## config.mk

```make
export PLATFORM = sky130hd
export DESIGN_NAME = spi_master
export DESIGN_NICKNAME = d
export VERILOG_FILES = /design/src/rtl/spi_master.sv
export SDC_FILE = /design/constraint.sdc
export NUM_CORES = 1
export LEC_CHECK = 0
export ABC_AREA = 1
export CAP_MARGIN = 30
export CORE_MARGIN = 2
export CORE_UTILIZATION = 30
export CTS_CLUSTER_SIZE = 14
export DETAILED_ROUTE_END_ITERATION = 12
export PLACE_DENSITY = 0.59
export SYNTH_ARGS = -nofsm -noshare
export SYNTH_HDL_FRONTEND = slang
export SYNTH_SLANG_ARGS = --single-unit
```

## constraint.sdc

```tcl
create_clock -name clk -period 3.7 [get_ports clk]
set_input_delay 0.74 -clock clk [delete_from_list [all_inputs] [get_ports clk]]
set_output_delay 0.74 -clock clk [all_outputs]
set_load 0.05 [all_outputs]
```

## src/rtl/spi_master.sv

```systemverilog
// Mode-0 SPI master: one BIT_WIDTH-bit word per transaction, MSB first, single chip select.
// SCK comes from a clock-enable divider; MISO is synchronized before it is sampled.
module spi_master #(
    parameter int BIT_WIDTH   = 8,
    parameter int HALF_PERIOD = 8
) (
    input  logic                 clk,
    input  logic                 reset,
    input  logic                 start,
    input  logic [BIT_WIDTH-1:0] tx_data,
    input  logic                 miso,
    output logic                 sck,
    output logic                 ssel,
    output logic                 mosi,
    output logic                 busy,
    output logic                 done,
    output logic [BIT_WIDTH-1:0] rx_data
);

    localparam int DIV_W = $clog2(HALF_PERIOD);
    localparam int CNT_W = $clog2(BIT_WIDTH);
    localparam logic [DIV_W-1:0] DIV_LAST = DIV_W'(HALF_PERIOD - 1);
    localparam logic [CNT_W-1:0] LAST_BIT = CNT_W'(BIT_WIDTH - 1);

    typedef enum logic [2:0] {
        S_IDLE,
        S_SETUP,
        S_HIGH,
        S_LOW,
        S_HOLD,
        S_GAP
    } state_t;

    state_t               state, state_nx;
    logic [DIV_W-1:0]     div_cnt, div_nx;
    logic [CNT_W-1:0]     bit_cnt, bit_cnt_nx;
    logic [BIT_WIDTH-1:0] tx_sr, tx_sr_nx;
    logic [BIT_WIDTH-1:0] rx_sr, rx_sr_nx;
    logic [BIT_WIDTH-1:0] rx_data_nx;
    logic                 sck_nx, ssel_nx, mosi_nx, busy_nx, done_nx;
    logic                 miso_sync_p0, miso_sync_p1;
    logic                 tick;

    // MISO synchronizer stages
    always_ff @(posedge clk) begin
        miso_sync_p0 <= miso;
        miso_sync_p1 <= miso_sync_p0;
    end

    assign tick = (div_cnt == DIV_LAST);

    always_comb begin
        state_nx   = state;
        bit_cnt_nx = bit_cnt;
        tx_sr_nx   = tx_sr;
        rx_sr_nx   = rx_sr;
        rx_data_nx = rx_data;
        sck_nx     = sck;
        ssel_nx    = ssel;
        mosi_nx    = mosi;
        busy_nx    = busy;
        done_nx    = 1'b0;
        unique case (state)
            S_IDLE: begin
                sck_nx     = 1'b0;
                ssel_nx    = 1'b1;
                mosi_nx    = 1'b0;
                bit_cnt_nx = '0;
                if (start) begin
                    tx_sr_nx = tx_data;
                    ssel_nx  = 1'b0;
                    mosi_nx  = tx_data[BIT_WIDTH-1];
                    busy_nx  = 1'b1;
                    state_nx = S_SETUP;
                end
            end
            S_SETUP, S_LOW: begin
                if (tick) begin
                    sck_nx   = 1'b1;
                    state_nx = S_HIGH;
                end
            end
            S_HIGH: begin
                if (tick) begin
                    rx_sr_nx   = {rx_sr[BIT_WIDTH-2:0], miso_sync_p1};
                    sck_nx     = 1'b0;
                    bit_cnt_nx = bit_cnt + 1'b1;
                    if (bit_cnt == LAST_BIT) begin
                        state_nx = S_HOLD;
                    end else begin
                        tx_sr_nx = {tx_sr[BIT_WIDTH-2:0], 1'b0};
                        mosi_nx  = tx_sr[BIT_WIDTH-2];
                        state_nx = S_LOW;
                    end
                end
            end
            S_HOLD: begin
                if (tick) begin
                    ssel_nx    = 1'b1;
                    mosi_nx    = 1'b0;
                    rx_data_nx = rx_sr;
                    done_nx    = 1'b1;
                    state_nx   = S_GAP;
                end
            end
            S_GAP: begin
                if (tick) begin
                    busy_nx  = 1'b0;
                    state_nx = S_IDLE;
                end
            end
            default: state_nx = S_IDLE;
        endcase

        // Divider restarts whenever a new state is entered and rests in IDLE
        if ((state == S_IDLE) || (state_nx != state)) begin
            div_nx = '0;
        end else begin
            div_nx = div_cnt + 1'b1;
        end
    end

    always_ff @(posedge clk) begin
        if (reset) begin
            state   <= S_IDLE;
            div_cnt <= '0;
            bit_cnt <= '0;
            sck     <= 1'b0;
            ssel    <= 1'b1;
            mosi    <= 1'b0;
            busy    <= 1'b0;
            done    <= 1'b0;
            rx_data <= '0;
        end else begin
            state   <= state_nx;
            div_cnt <= div_nx;
            bit_cnt <= bit_cnt_nx;
            sck     <= sck_nx;
            ssel    <= ssel_nx;
            mosi    <= mosi_nx;
            busy    <= busy_nx;
            done    <= done_nx;
            rx_data <= rx_data_nx;
        end
    end

    // Shift registers carry data only and are always reloaded before use
    always_ff @(posedge clk) begin
        tx_sr <= tx_sr_nx;
        rx_sr <= rx_sr_nx;
    end

endmodule

```

Yosys cells after proc, flatten, opt, wreduce, memory -nomap -nowiden
Index checks and enable logic that the tools add are counted.
Widths: inputs -> output; s select.
- register bits after elaboration: 39
- bits of input ports: 12
- output and inout bits: 13
- logic and storage cells: 73
- add/subtract/negate cells: 2
- equal/unequal tests: 14
- muxes and demuxes: 25
- bitwise operators: 1
- reduce and logical (&&, ||, !) cells: 18
- operators by type and width (cell ; count):
    $mux 3 ; 7
    $mux 7 ; 3
    $pmux 3 s5 ; 1
    $pmux 7 s2 ; 1
    $eq 3x3->1 const B ; 4
    $ne 2x2->1 const B ; 6
    $mux 1 ; 8
    $reduce_and 2->1 ; 4
    $reduce_and 4->1 ; 2
    $add 3x1->3 const B ; 2
    $eq 3x2->1 const B ; 2
    $pmux 1 s3 ; 2
    $pmux 3 s2 ; 1
    $reduce_and 3->1 ; 2
    $reduce_bool 2->1 ; 3
    $reduce_bool 3->1 ; 2
    $reduce_or 2->1 ; 3
    $pmux 1 s2 ; 2
    $eq 3x1->1 const B ; 1
    $logic_not 3->1 ; 1
    $ne 3x3->1 ; 1
    $logic_or 1x1->1 ; 1
    $not 1->1 ; 1

Longest topological paths before layout
- depth after elaboration: 7
- depth in mapped cells: 10
- mapped depth without buffers: 10

Least setup slack after synthesis
OpenSTA, ideal clock, no wires.
- path type: register -> register
- from: register div_cnt[0]
- to: register tx_sr[0] (enable)
- library setup time: 0.383 ns
- data arrival time: 1.476 ns
- required time: 3.317 ns
- setup slack: 1.841 ns
- cell stages (with the launch flop): 5
- period minus slack after synthesis: 1.859 ns
- cells stage by stage: dfxtp_1 -> ha_1 -> ha_1 -> inv_1 -> o31ai_1
- cells in the longest elaborated chain, start to end: 3
- RTL lines (item ; RTL line ; RTL):
    from (decl) ; 35 ; logic [DIV_W-1:0] div_cnt, div_nx;
    from (signal assigned) ; 136 ; div_cnt <= div_nx;
    $eq 3x3->1 ; 50 ; assign tick = (div_cnt == DIV_LAST);
    net tick ; 42 ; logic tick;
    $ne 2x2->1 (no source line) ; -- ;
    $reduce_and 4->1 (no source line) ; -- ;
    to (signal assigned) ; 149 ; tx_sr <= tx_sr_nx;
    to (decl) ; 37 ; logic [BIT_WIDTH-1:0] tx_sr, tx_sr_nx;
The timed path passes the listed nets, and every way through them passes these cells.
A chain may end at the register's enable or synchronous reset.

Worst setup path in the final report
- from: register state[1]
- to: register tx_sr[6] (enable)
- cells in the longest elaborated chain, start to end: 3
- elaborated cells between the ends (all ways): 7
- classes of those cells: 4 x eq/ne; 3 x reduce/logical
- RTL lines (item ; RTL line ; RTL):
    from (decl) ; 34 ; state_t state, state_nx;
    from (signal assigned) ; 135 ; state <= state_nx;
    $eq 3x2->1 or $logic_not 3->1 (tied branches) ; 63 ; unique case (state)
    $ne 2x2->1 (no source line) or $reduce_bool 2->1 (tied branches) ; -- ;
    $reduce_and 4->1 (no source line) (*) ; -- ;
Every way passes the cells marked *; elsewhere a longest branch is shown, timed or not.

==> qor.txt <==
DP Area - 1880 µm²
Post-synthesis register bit count - 39
Total Routing Usage GR - 11.1%
WHS - 0.332 ns
Final WL - 2.88 mm
Core ar. - 5110 µm²
Global routing usage on met3 - 3.55%
Gp weighted congestion - 0.816
First-pass GRT wire length - 5.12 mm
Reg2reg start - state[1]$_SDFF_PP0_
Initial antenna violation count - 0
H-tree depth - 2
Ant. Diodes - 0
Fill cells - 532
Mean routed wirelength per cell - 10.9 µm
P_leak - 0.820 nW
Critical path class - reg2reg
HP Start - miso_sync_p0$_DFF_P_
Ys async rst share - 0%
Crit end category - flip-flop
Detailed Routing Iterations Pass 1 - 4
Worst endpoint required time - 3.62 ns
Clock Sinks - 39
Ys Warns - 0
Clock latency at the later pin of the worst-skew pair - 0.29 ns
Hold_buf cts - 0
Worst Path Max Fanout - 12
Buffers on Ports - 24
Number of distinct library cells after synthesis - 25
Vias in the first global route - 1061
Critical path arrival - 2.15 ns
CTS clk-pin slew, worst paths - 0.07 ns
Worst Setup SP - state[1]$_SDFF_PP0_
Sequential share of power - 57.6%
Sum Neg Setup Slack - 0 ns
Synth top area share - 30.4%
DRC - 0
Syn Inst Count - 167
Drt initial violations - 112
Synth Flop Type - dfxtp_1
Max IR drop VDD - 146 µV
Die Ht - 76.6 µm
Status - finished clean
Crit path launch type - flip-flop
Cell Rows - 26
Initial Util - 30.9%
GR peak layer - met2
Mapped Area - 1580 µm²
Synthesized area per cell - 9.46 µm²
Max Cap Viol - 0
Cell with the most instances after synthesis - nand2_1
Worst setup margin - 1.47 ns
Switching power total - 0.000189 W
Die area - 5860 µm²
Register Area - 931 µm²
Multi-input gate area - 553 µm²
RSZ-0062 raised after global routing - no
Crit path time final - 2.23 ns
Area leader, netlist - dfxtp_1
Pre-CTS setup slack - 1.48 ns
DP HPWL - 2.06 mm
Top cells by area, synth - dfxtp_1 30%, edfxtp_1 29%, nand2_1 11%
Setup Skew - 0.00400 ns
Internal power - 0.000615 W
Post-synth top cells - 45 x nand2_1, 24 x dfxtp_1, 16 x inv_1
Global Route met1 Usage - 15.1%
Syn nets - 185
Post-CTS sizing - 0
Final hold viol count - 0
Logic pwr share - 7.7%
Maximum number of pins on one net before global-route repair - 13
Post-synth EDFFs - 15
Period Utilization, post-route - 60.3%
Sw Share - 23.5%
Area Overhead vs Synth - 24.5%
Fmax - 449 MHz
Clock buffer depth - 2
CTS tree - done
Hold Crit Class - reg2reg
Tightest slew margin relative to the limit - 33.7%
Routed vias - 1152
Share of cells above drive strength 1 - 7.69%
Root Buffer - clkbuf_8
Setup violations, final - 0
# IOs - 25
Postcts setup bufs - 0
Post-Layout Inst Area - 1970 µm²
Die width - 76.6 µm
Post-DRT Antenna Nets - 0
Worst-margin pin slew - 0.985 ns
Num CTS Buffers - 5
Layout Cells excl Fill - 265
Vias per cell - 4.35
Final count of pins violating max slew - 0
Grt ovf - 0
M2 GR Usage - 16.2%
Register area share after synthesis - 58.9%
Clock power frac - 34.7%
Power Dens Cells - 408 nW/µm²
Layout net count - 212
Cells after DPL - 257
## routing by layer
metal	part of all wire (%)	wire, µm
met1	50	1450
met2	45	1280
met3	2.8	81
met4	2.1	61
met5	0	0
## power by group through the flow
stage,registers [W],clock network (W),logic [W]
CTS,0.000463,0.000288,0.0000623
finish,0.000463,0.000279,0.0000618
global placement,0.000473,0,0.0000615
global route,0.000465,0.000311,0.0000699
detailed placement,0.000473,0,0.0000621
floorplan,0.000481,0,0.0000290
## logic make-up after synthesis
family	Yosys count	share of synthesized area, %
and+or+nand+nor	73	19.4
DFF	39	58.9
AOI/OAI and AO/OA	26	10.8
buffers and inverters	23	6.10
adders and majority gates	6	4.75
## per-stage QoR
step           util [%]  power [W]
4_1_cts            38.5   0.000813
2_1_floorplan         -   0.000510
5_1_grt            38.5   0.000846
3_3_place_gp       36.9   0.000535
3_5_place_dp       36.9   0.000535
6_report           38.5   0.000804
## sequential cells by signal, summed over array words and instances, names as in the netlist
| register | cells |
|---|---|
| rx_data | 8 |
| rx_sr | 8 |
| tx_sr | 7 |
| bit_cnt | 3 |
| div_cnt | 3 |
| state | 3 |
| busy | 1 |
| done | 1 |
| miso_sync_p0 | 1 |
| miso_sync_p1 | 1 |
| mosi | 1 |
| sck | 1 |
| ssel | 1 |
## cells in the final DEF (no fill, tap or decap), types with 5 or more instances in the layout
cell type	instances
inv_1	16
dfxtp_1	24
nand2_1	45
clkbuf_8	5
a22o_1	8
clkdlybuf4s50_1	24
nor2_1	13
edfxtp_1	15
nand3_1	7
o21ai_0	7
ha_1	6
a21oi_1	5
## worst max-delay path: stages, from the launching register on
cell and delay, ns:
dfxtp_1 0.51, nand3_1 0.41, o31ai_1 0.93
## final timing paths
check                           cells past startpoint                    to  slack [ns]
worst max-delay path                                2    tx_sr[6]$_DFFE_PP_        1.47
worst min-delay path                                0  miso_sync_p1$_DFF_P_        0.33
worst max register to register                      2    tx_sr[6]$_DFFE_PP_        1.47
worst min register to register                      0  miso_sync_p1$_DFF_P_        0.33
## final cells by class
cell class | instances | share of cell area [%]
sequential | 39 | 47.3
multi-input combinational | 105 | 28.1
clock buffer | 6 | 3.69
inverter | 19 | 3.62
clock inverter | 2 | 0.636
timing repair buffer | 24 | 12.2
tap | 70 | 4.45
Note: power is estimated with default switching activity, not from simulation.
